===== config.mk =====
export PLATFORM = sky130hd
export DESIGN_NAME = dmem_access_ctrl
export DESIGN_NICKNAME = d
export VERILOG_FILES = /design/src/rtl/dmem_pkg.sv /design/src/rtl/dmem_rsp_fifo.sv /design/src/rtl/dmem_access_ctrl.sv
export SDC_FILE = /design/constraint.sdc
export NUM_CORES = 1
export LEC_CHECK = 0
export CAP_MARGIN = 15
export CORE_MARGIN = 3
export CORE_UTILIZATION = 52
export CTS_CLUSTER_SIZE = 14
export DETAILED_ROUTE_END_ITERATION = 12
export PLACE_DENSITY_LB_ADDON = 0.15
export SYNTH_ARGS = -nofsm -noshare
export SYNTH_HDL_FRONTEND = slang
export SYNTH_SLANG_ARGS = --single-unit

===== constraint.sdc =====
create_clock -name clk -period 2.38 [get_ports clk]
set_clock_uncertainty 0.15 [all_clocks]
set_input_delay 0.476 -clock clk [delete_from_list [all_inputs] [get_ports clk]]
set_output_delay 0.476 -clock clk [all_outputs]
set_load 0.1 [all_outputs]

===== src/rtl/dmem_pkg.sv =====
// Shared defaults, request/response types and width helpers for the MEM-stage
// data-memory access controller.
package dmem_pkg;

   localparam int DMEM_ADDR_W    = 8;
   localparam int DMEM_DATA_W    = 64;
   localparam int DMEM_RSP_DEPTH = 2;

   typedef struct packed {
      logic                   we;
      logic [DMEM_ADDR_W-1:0] addr;
      logic [DMEM_DATA_W-1:0] wdata;
   } dmem_req_t;

   typedef struct packed {
      logic [DMEM_DATA_W-1:0] rdata;
   } dmem_rsp_t;

   // Width of a counter that must represent every value 0..n inclusive.
   function automatic int cnt_w(input int n);
      return (n < 1) ? 1 : $clog2(n + 1);
   endfunction

   function automatic int ptr_w(input int n);
      return (n < 2) ? 1 : $clog2(n);
   endfunction

endpackage


===== src/rtl/dmem_rsp_fifo.sv =====
// First-word-fall-through load-response FIFO: the head word is visible on
// pop_data whenever empty is low, and a pushed word appears the cycle after.
module dmem_rsp_fifo
   import dmem_pkg::*;
#(
   parameter int DEPTH  = DMEM_RSP_DEPTH,
   parameter int DATA_W = DMEM_DATA_W
) (
   input  logic              clk,
   input  logic              rst_n,
   input  logic              push,
   input  logic [DATA_W-1:0] push_data,
   input  logic              pop,
   output logic [DATA_W-1:0] pop_data,
   output logic              full,
   output logic              empty
);

   localparam int               PTR_W = ptr_w(DEPTH);
   localparam int               CNT_W = cnt_w(DEPTH);
   localparam logic [PTR_W-1:0] LAST  = PTR_W'(DEPTH - 1);

   logic [DATA_W-1:0] slots [DEPTH];
   logic [PTR_W-1:0]  wr_ptr;
   logic [PTR_W-1:0]  rd_ptr;
   logic [CNT_W-1:0]  count;
   logic              do_push;
   logic              do_pop;

   assign full     = (count == CNT_W'(DEPTH));
   assign empty    = (count == '0);
   assign do_push  = push & ~full;
   assign do_pop   = pop & ~empty;
   assign pop_data = slots[rd_ptr];

   // NOTE: storage is reset with the pointers so the head word reads zero out of
   // reset; affordable only because the FIFO is a couple of entries deep.
   always_ff @(posedge clk or negedge rst_n) begin
      if (!rst_n) begin
         for (int i = 0; i < DEPTH; i++) slots[i] <= '0;
         wr_ptr <= '0;
         rd_ptr <= '0;
         count  <= '0;
      end else begin
         if (do_push) begin
            slots[wr_ptr] <= push_data;
            wr_ptr        <= (wr_ptr == LAST) ? '0 : wr_ptr + PTR_W'(1);
         end
         if (do_pop) begin
            rd_ptr <= (rd_ptr == LAST) ? '0 : rd_ptr + PTR_W'(1);
         end
         if (do_push && !do_pop) begin
            count <= count + CNT_W'(1);
         end else if (do_pop && !do_push) begin
            count <= count - CNT_W'(1);
         end
      end
   end

endmodule


===== src/rtl/dmem_access_ctrl.sv =====
// MEM-stage front end for the dual-port Data_Mem BRAM: registered port A writes,
// registered port B reads, store-to-load forwarding and credit-based load flow control.
module dmem_access_ctrl
   import dmem_pkg::*;
#(
   parameter int ADDR_W    = DMEM_ADDR_W,
   parameter int DATA_W    = DMEM_DATA_W,
   parameter int RSP_DEPTH = DMEM_RSP_DEPTH
) (
   input  logic              clk,
   input  logic              rst_n,
   input  logic              req_valid,
   output logic              req_ready,
   input  logic              req_we,
   input  logic [ADDR_W-1:0] req_addr,
   input  logic [DATA_W-1:0] req_wdata,
   output logic              rsp_valid,
   input  logic              rsp_ready,
   output logic [DATA_W-1:0] rsp_rdata,
   output logic [ADDR_W-1:0] mem_addra,
   output logic [DATA_W-1:0] mem_dina,
   output logic              mem_wea,
   output logic [ADDR_W-1:0] mem_addrb,
   input  logic [DATA_W-1:0] mem_doutb
);

   localparam int CRED_W = cnt_w(RSP_DEPTH);

   typedef struct packed {
      logic              valid;
      logic              hit;
      logic [DATA_W-1:0] data;
   } ld_stage_t;

   logic [CRED_W-1:0] credits;
   logic              lv;
   logic [ADDR_W-1:0] laddr;
   logic [DATA_W-1:0] ldata;
   ld_stage_t         s1;
   ld_stage_t         s2;
   logic              st_acc;
   logic              ld_acc;
   logic              push;
   logic              pop;
   logic [DATA_W-1:0] push_data;
   logic              fifo_full;
   logic              fifo_empty;

   assign req_ready = (credits != '0);
   assign st_acc    = req_valid & req_ready & req_we;
   assign ld_acc    = req_valid & req_ready & ~req_we;
   assign pop       = rsp_valid & rsp_ready;
   assign push      = s2.valid;
   assign push_data = s2.hit ? s2.data : mem_doutb;
   assign rsp_valid = ~fifo_empty;

   // Credits count free response slots, covering loads still in S1/S2 as well as buffered ones.
   // NOTE: all state below uses non-blocking assignments so every register samples pre-edge values.
   always_ff @(posedge clk or negedge rst_n) begin
      if (!rst_n) begin
         credits <= CRED_W'(RSP_DEPTH);
      end else if (ld_acc && !pop) begin
         credits <= credits - CRED_W'(1);
      end else if (pop && !ld_acc) begin
         credits <= credits + CRED_W'(1);
      end
   end

   // Port A write registers and the last-store register used for forwarding.
   always_ff @(posedge clk or negedge rst_n) begin
      if (!rst_n) begin
         mem_wea   <= 1'b0;
         mem_addra <= '0;
         mem_dina  <= '0;
         lv        <= 1'b0;
         laddr     <= '0;
         ldata     <= '0;
      end else begin
         mem_wea <= st_acc;
         if (st_acc) begin
            mem_addra <= req_addr;
            mem_dina  <= req_wdata;
            lv        <= 1'b1;
            laddr     <= req_addr;
            ldata     <= req_wdata;
         end
      end
   end

   // Two-stage load pipeline aligned with the one-cycle BRAM read latency.
   always_ff @(posedge clk or negedge rst_n) begin
      if (!rst_n) begin
         mem_addrb <= '0;
         s1        <= '0;
         s2        <= '0;
      end else begin
         if (ld_acc) begin
            mem_addrb <= req_addr;
            s1.hit    <= lv && (laddr == req_addr);
            s1.data   <= ldata;
         end
         s1.valid <= ld_acc;
         s2       <= s1;
      end
   end

   dmem_rsp_fifo #(
      .DEPTH  (RSP_DEPTH),
      .DATA_W (DATA_W)
   ) u_rsp_fifo (
      .clk       (clk),
      .rst_n     (rst_n),
      .push      (push),
      .push_data (push_data),
      .pop       (pop),
      .pop_data  (rsp_rdata),
      .full      (fifo_full),
      .empty     (fifo_empty)
   );

   // Credits bound occupancy, so a push never meets a full FIFO.
   assert property (@(posedge clk) disable iff (!rst_n) !(push && fifo_full));

endmodule


* Word-level counts from Yosys, hierarchy flattened
Index checks and enable logic that the tools add are counted.
** Storage, ports and cells
- Bits in registers :: 348
- Input port bits :: 141
- Word-level logic and storage cells :: 66
** Operators by class
- Muxes and demuxes :: 13
- Reduce and logical (&&, ||, !) cells :: 14
- Add/sub/neg operators :: 6
- $lt $le $gt $ge :: 3
- Equal/unequal tests :: 2
- Bitwise gates (word level) :: 11
** Operator list (count)
- $mux W64 :: 5
- $bwmux W128 :: 1
- $demux W64 S1 :: 1
- $eq A8 B8 Y1 :: 1
- $mux W2 :: 4
- $and A1 B1 Y1 :: 6
- $logic_and A1 B1 Y1 :: 6
- $reduce_bool A2 Y1 :: 3
- $add A2 B1 Y2 const B :: 2
- $ge A2 B2 Y1 const B :: 2
- $logic_not A1 Y1 :: 4
- $not A1 Y2 :: 2
- $sub A2 B1 Y2 const B :: 2
- $not A1 Y1 :: 3
- $add A1 B1 Y1 const B :: 2
- $eq A2 B2 Y1 const B :: 1
- $logic_not A2 Y1 :: 1
- $lt A2 B1 Y1 const B :: 1
- $mux W1 :: 2

* Logic depth before layout (Yosys ltp)
Gate-level depths: netlist of the first run.
- Depth after elaboration :: 7
- Depth in mapped cells :: 7
- Mapped depth without buffers :: 7

* Hierarchy
A second synthesis of the first run with hierarchy kept.
** Second synthesis, totals
- Cells, all modules :: 833
- Area total of the unflattened synthesis :: 14466.4 µm²
** Modules (own cells, without submodules)
- dmem_access_ctrl :: instances 1, area an instance 8419.3 µm², seq. area each 5406.4 µm², cells each 474
- dmem_rsp_fifo :: instances 1, area an instance 6047.0 µm², seq. area each 3303.2 µm², cells each 359

* Least setup slack after synthesis of the first run
No wires, ideal clock.
- Kind :: reg2reg
- Start point :: register credits[1]
- End point :: register ldata[12]
- Data arrival time :: 2.027 ns
- Slack :: 0.077 ns
- Clock period less this slack :: 2.303 ns
- Stages on the path, launching flop included :: 6
- Buffers on the path :: 2
- Setup time :: 0.126 ns
- Cells stage by stage :: dfstp_2 -> or2_1 -> nand3_2 -> buf_6 -> buf_6 -> mux2_4
** Between the ends
- Cells in the longest elaborated chain, start to end :: 3
** RTL lines
- start, declared :: RTL line dmem_access_ctrl.sv:35 : logic [CRED_W-1:0] credits;
- start signal, assigned :: RTL line dmem_access_ctrl.sv:61 : credits <= CRED_W'(RSP_DEPTH);
- start signal, assigned :: RTL line dmem_access_ctrl.sv:63 : credits <= credits - CRED_W'(1);
- start signal, assigned :: RTL line dmem_access_ctrl.sv:65 : credits <= credits + CRED_W'(1);
- $reduce_bool A2 Y1 :: RTL line dmem_access_ctrl.sv:49 : assign req_ready = (credits != '0);
- named net req_ready :: RTL line dmem_access_ctrl.sv:13 : output logic req_ready,
- $and A1 B1 Y1 (2 in a row) :: RTL line dmem_access_ctrl.sv:50 : assign st_acc = req_valid & req_ready & req_we;
- end signal, assigned :: RTL line dmem_access_ctrl.sv:85 : ldata <= req_wdata;
- end, declared :: RTL line dmem_access_ctrl.sv:38 : logic [DATA_W-1:0] ldata;
The timed path passes the listed nets, and every way through them passes these cells.
A chain may end at the register's enable or synchronous reset.

* Worst setup path after layout of the first run
- Start point :: register u_rsp_fifo.rd_ptr
- End point :: output rsp_rdata[5]
** Between the ends
- Cells in the longest elaborated chain, start to end :: 4
** RTL lines
- start, declared :: RTL line dmem_rsp_fifo.sv:25 : logic [PTR_W-1:0] rd_ptr;
- start signal, assigned :: RTL line dmem_rsp_fifo.sv:50 : rd_ptr <= (rd_ptr == LAST) ? '0 : rd_ptr + PTR_W'(1);
- $not A1 Y2 (implied by the code) :: RTL line dmem_rsp_fifo.sv:34 : assign pop_data = slots[rd_ptr];
- $mux W64 (implied by the code) (3 in a row) :: RTL line dmem_rsp_fifo.sv:34
- end, declared :: RTL line dmem_access_ctrl.sv:19 : output logic [DATA_W-1:0] rsp_rdata,
Every way passes these cells. The select of a mux whose other input is x is not followed.

==> impl_metrics.toml, run 1 <==
[worst_setup_path]
critPathArrivalTime_ns = 1.82
cp-start-kind = "register"
crit_type = "reg2out"
cp.required_ns = 1.75
setup.worst_path.end_class = "output port"
critPathMaxFanout = 5

[detailed_routing]
vias_per_cell = 5.179
wl_mm = 30.52
drtAntennaViolNets = 0
first_pass_iters = 4
num_vias = 7830
avgRoutedWirePerCell_um = 20.18
drtIter0Drc = 272
drc = 0

[place]
dpl.hpwl_mm = 20.20
gp_congestion = 0.7587
port_buffers = 287

[global_route]
grt_overflow = 0
grt_pass1_vias = 8443
antenna_found_initial = 1
grt_max_degree = 70
grt_pass1_wl_mm = 47.02
grt_usage_pct = 20.26

[floorplanning]
num_rows = 60
die-area_um2 = 29530
initial_core_util_pct = 52.92
dieWidth_um = 171.8
ios = 288
core_um2 = 27030
fp.dieH_um = 171.8

[sta]
period_minus_slack_ns = 2.450
hold_viol = 0
period_share_pct = 102.9
setup_ws_ns = -0.06985
worst_pin_slew_ns = 0.4121
holdWs_ns = 0.1974
rsz0062_at_grt = "true"
slew_headroom_pct = 72.53
slew_viol_final = 0
max_clock_freq_mhz = 408.2
setup_viol = 54

[min_path]
hold_class = "reg2reg"

[logic_synthesis]
syn_nets = 972
synth_top_cell_by_area = "dfrtp_1"
ys_seq_elements = 348
synthCells = 829
syn-cell-area_um2 = 14300
ys_warn_count = 0
avgSynthCellArea_um2 = 17.25
synth_top_area_share_pct = 60.72
synth_seq_area_share_pct = 60.90
synthDistinctLibCells = 28
synth_area_leaders = "dfrtp_1, mux2_2, mux2_4, mux2_1, buf_4"

[run]
maxCapViolCount = 0

[cells_and_area]
final_nets = 1290
synthToLayoutAreaGrowth_pct = 36.56
layout_common_cells = "dfrtp_1, mux2_2, clkdlybuf4s50_1, mux2_4, buf_4"
drive_above_1_share_pct = 49.91
final_common_cell = "dfrtp_1"
fillers = 1753

[outcome]
outcome = "complete, but fails checks"
violations = "negative setup slack"

[cts]
cts_buffers = 37
cts_sinks = 348
htreeDepth = 2
clk_latency_ns = 0.51
clockRootBuffer = "clkbuf_16"
clockBufferDepth = 3
clkTransAtPathRegs_ns = 0.06
cts_tree = "yes"
==> layer usage <==
metal  track usage, %  vias up  routed length [um]
met5                0        -                   0
met4            5.692        0                 653
met3            4.987       46                1809
met2            31.91      206               14420
met1            28.43     4012               13630
li1                 -     3566                   -
==> final timing paths <==
kind                       depth (start not counted)                               end                            start  slack (ns)
setup / recovery                                   4                      rsp_rdata[5]    u_rsp_fifo.rd_ptr$_DFFE_PN0P_       -0.07
hold / removal                                     0                    push$_DFF_PN0_                 s1[65]$_DFF_PN0_        0.20
setup reg to reg                                   5  u_rsp_fifo.slots[11]$_DFFE_PN0P_  u_rsp_fifo.count[0]$_DFFE_PN0P_        0.49
hold reg to reg                                    0                    push$_DFF_PN0_                 s1[65]$_DFF_PN0_        0.20
max in group asynchronous                          3             ldata[48]$_DFFE_PN0P_                            rst_n        1.03
min in group asynchronous                          2  u_rsp_fifo.slots[15]$_DFFE_PN0P_                            rst_n        0.31
==> area by class of cell <==
class                   instances  area [um2]  area share, %
flip-flops and latches        348        8717          44.63
multi-input cells             435        5271          26.99
repair buffers                321        3884          19.89
clock buffers                  54        1092          5.593
well taps                     341       426.7          2.185
clock inverters                 8       121.4         0.6214
inverters                       4       15.01        0.07688
diodes                          1       2.502        0.01281
==> through the flow <==
stage,TNS [ns],util (%),area [um2],instances,worst slack [ns]
after global placement,0,66.89,18080,1438,0.1316
after floorplan,0,-,14300,829,0.07730
after CTS,-3.975,71.48,19320,1502,-0.09295
after detailed placement,0,66.89,18080,1438,0.09209
final,-2.937,72.26,19530,1512,-0.06985
after global routing,-5.389,72.26,19530,1512,-0.1139
==> state kept, by name (all words and copies together) (netlist names) <==
name	cells
u_rsp_fifo.rd_ptr	1
s2	65
s1	66
mem_wea	1
mem_addrb	8
push	1
ldata	64
u_rsp_fifo.wr_ptr	1
u_rsp_fifo.count	2
laddr	8
credits	2
lv	1
u_rsp_fifo.slots	128
==> cells in the mapped netlist <==
cell,instances
nand3_2,1
buf_6,7
buf_4,12
ha_1,2
dfrtp_1,347
nor4_1,1
inv_2,2
nor2_4,1
nand2_1,2
buf_2,16
o21ai_1,1
buf_8,6
mux2_1,60
nor2_1,3
nand2b_1,1
nand3_1,1
nand2_8,1
o21ai_0,2
dfstp_2,1
xnor2_1,10
o21ai_4,1
inv_1,2
clkbuf_1,1
mux2_4,118
xor2_1,6
nand4_1,1
mux2_2,222
or2_1,1
==> cells by family (layout without fill, tap and decap cells) <==
logic type | Yosys count | in the layout | synth area share, %
fa+ha+maj | 2 | 2 | 0.1750
mux | 400 | 400 | 34.59
compound gates | 4 | 4 | 0.2187
flops | 348 | 348 | 60.90
other cells | 0 | 1 | 0
buf+inv | 46 | 387 | 2.502
simple gates | 13 | 13 | 0.6300
xor+xnor | 16 | 16 | 0.9798
==> timing repair <==
item,CTS,global route
gates resized for setup,1,20
hold endpoints to repair,41,0
setup endpoints to repair,54,64
buffers inserted,1,3
hold buffers,1,0
cloned,0,6
==> critical path, cell delays in order (launching register included) <==
cell,delay [ns]
dfrtp_4,0.44
buf_8,0.16
buf_6,0.15
mux2_2,0.37
buf_12,0.17
Power of run 1 is not shown: default switching activity piles up to over one toggle a cycle in this logic, so the estimate is an artifact.
==> run 2: changes to the inputs <==
- ABC_AREA: default -> 1
==> run 2 against run 1 <==
Net effect:
- the run still ends with negative setup slack left
- wire length grew 15%
- via count increased by 37%
- register-to-register slack about the same
==> impl_metrics.toml, run 2 <==
[logic_synthesis]
yosys-top-cells-count = "nand2_1, dfrtp_1, o21ai_0, inv_1, mux2_2"
synth_top_area_share_pct = 61.31
ys_seq_elements = 348
synth_top_cell_by_area = "dfrtp_1"
synth_edf_count = 0
ys_warn_count = 0
syn_nets = 1584
synth_seq_area_share_pct = 61.49
avgSynthCellArea_um2 = 9.829
synth_flop_cell = "dfrtp_1"
synthArstFlopShare_pct = 100.0
synthCells = 1441
synth_area_leaders = "dfrtp_1, nand2_1, o21ai_0, mux2_2, inv_1"
yosysMostFrequentCell = "nand2_1"
syn-cell-area_um2 = 14160
synthDistinctLibCells = 23

[cells_and_area]
final_cell_area_um2 = 19860
utilization_pct = 75.13
reg_top3 = "u_rsp_fifo.slots (128), s1 (66), s2 (65)"
largest_register_ffs = 128
final_nets = 1871
fillers = 1796
drive_above_1_share_pct = 25.46
top_register = "u_rsp_fifo.slots"
final_common_cell = "nand2_1"
layout_common_cells = "nand2_1, dfrtp_1, o21ai_0, inv_1, clkdlybuf4s50_1"
synthToLayoutAreaGrowth_pct = 40.19

[cts]
cts_buffers = 36
cts_tree = "yes"
clockBufferDepth = 3
htreeDepth = 2
clockRootBuffer = "clkbuf_16"
clkTransAtPathRegs_ns = 0.06
clk_latency_ns = 0.51
cts_sinks = 348

[floorplanning]
ios = 288
die-area_um2 = 29250
core_um2 = 26430
num_rows = 59
dieWidth_um = 171.0
initial_core_util_pct = 53.59
fp.dieH_um = 171.0

[worst_setup_path]
crit_family = "buffers and inverters"
critPathArrivalTime_ns = 1.76
worstReg2RegEnd = "u_rsp_fifo.count[1]$_DFFE_PN0P_"
reg2regPathDepth = 7
crit_buf_inv = 3
cp-start-kind = "register"
r2r_slack_ns = 0.48
crit_cells = 4
crit_type = "reg2out"
setup.worst_path.end_class = "output port"
cp-endpoint = "rsp_rdata[58]"
worstPathCellList = "buf_12 > buf_12 > o21ai_2 > buf_12"
critPathMaxFanout = 25
crit_slowest_cell = "dfrtp_4"
cp_common_cell = "buf_12"
max_stage_delay_ns = 0.50
cp.required_ns = 1.75
crit_path_start = "u_rsp_fifo.rd_ptr$_DFFE_PN0P_"
r2r_start = "u_rsp_fifo.count[0]$_DFFE_PN0P_"

[place]
dpl.hpwl_mm = 22.46
placed_area_um2 = 18000
gp_congestion = 0.7756
port_buffers = 287

[min_path]
hold_class = "reg2reg"
min_path_cells = 0

[detailed_routing]
drtIter0Drc = 734
wl_mm = 35.17
num_vias = 10742
drtAntennaViolNets = 0
avgRoutedWirePerCell_um = 16.84
vias_per_cell = 5.145
first_pass_iters = 5
drc = 0

[sta]
period_minus_slack_ns = 2.381
slew_headroom_pct = 62.37
max_clock_freq_mhz = 419.9
holdWs_ns = 0.2205
slew_viol_final = 0
setup_viol = 2
setup_ws_ns = -0.001393
period_share_pct = 100.1
hold_viol = 0
rsz0062_at_grt = "true"
worst_pin_slew_ns = 0.5644

[global_route]
grt_overflow = 0
grt_pass1_vias = 11159
met3_usage_pct = 5.915
grt_max_degree = 147
antenna_found_initial = 1
use_met1_pct = 31.18
grt_usage_pct = 23.84
grt_pass1_wl_mm = 56.35
gr-max-usage-layer = "met2"
met2_usage_pct = 40.30

[run]
maxCapViolCount = 0

[outcome]
violations = "negative setup slack"
outcome = "complete, but fails checks"
run 2: changes by cell type after synthesis, moves of 6 or more:
cell and delta:
xnor2_1 -6, buf_8 -6, buf_4 -6, o21ai_2 +55, inv_1 +149, o21ai_0 +281, buf_2 +20, clkbuf_1 +30
mux2_4 -118, mux2_2 -158, mux2_1 -60, buf_6 +6, nand2_1 +425
run 2: repair_timing:
action | in CTS | in global routing
resized for setup | 56 | 44
buffers inserted | 5 | 0
hold buffers | 1 | 0
endpoints found under the setup margin | 57 | 61
hold endpoints to repair | 46 | 0
pin swaps | 0 | 26
cloned | 0 | 4
run 2: worst min-delay path by stage:
stage | slack [ns] | startpoint | to
after global routing | 0.24 | s1[29]$_DFFE_PN0P_ | s2[29]$_DFF_PN0_
after CTS | 0.22 | s1[25]$_DFFE_PN0P_ | s2[25]$_DFF_PN0_
after global placement | 0.21 | s1[54]$_DFFE_PN0P_ | s2[54]$_DFF_PN0_
after floorplan | 0.03 | rst_n | credits[0]$_DFFE_PN0P_
final | 0.22 | s1[25]$_DFFE_PN0P_ | s2[25]$_DFF_PN0_
after detailed placement | 0.21 | s1[41]$_DFFE_PN0P_ | s2[41]$_DFF_PN0_
run 2: cell type report:
| type | instances | area, um2 | share of cell area (%) |
|---|---|---|---|
| flip-flops and latches | 348 | 8717 | 43.90 |
| multi-input cells | 853 | 5041 | 25.39 |
| repair buffers | 336 | 3949 | 19.89 |
| clock buffers | 54 | 1080 | 5.438 |
| inverters | 153 | 576.8 | 2.905 |
| well taps | 335 | 419.2 | 2.111 |
| clock inverters | 8 | 71.32 | 0.3592 |
| diodes | 1 | 2.502 | 0.01260 |
run 2: logic make-up (layout without fill, tap and decap cells):
kind of cell | after synthesis | in the layout | synth area share [%]
xor gates and xnor gates | 5 | 5 | 0.3092
DFF | 348 | 348 | 61.49
buffers and inverters | 240 | 551 | 7.526
AOI/OAI and AO/OA | 343 | 343 | 13.58
muxes | 64 | 64 | 5.088
other | 0 | 1 | 0
adders and majority gates | 2 | 2 | 0.1767
and+or+nand+nor | 439 | 439 | 11.83
run 2: routing by layer:
metal	vias up	wire, um
met3	53	2471
met2	305	17310
met4	0	730
met5	-	0
li1	5158	-
met1	5226	14650
run 2: per-stage QoR:
stage,instances,setup WS [ns],setup TNS [ns]
global placement,2015,0.2425,0
detailed placement,2015,0.2038,0
global route,2088,-0.05474,-1.102
finish,2088,-0.001393,-0.002001
floorplan,1441,-0.3405,-13.25
CTS,2083,-0.04364,-0.2353
Power of run 2 is left out for the same reason.
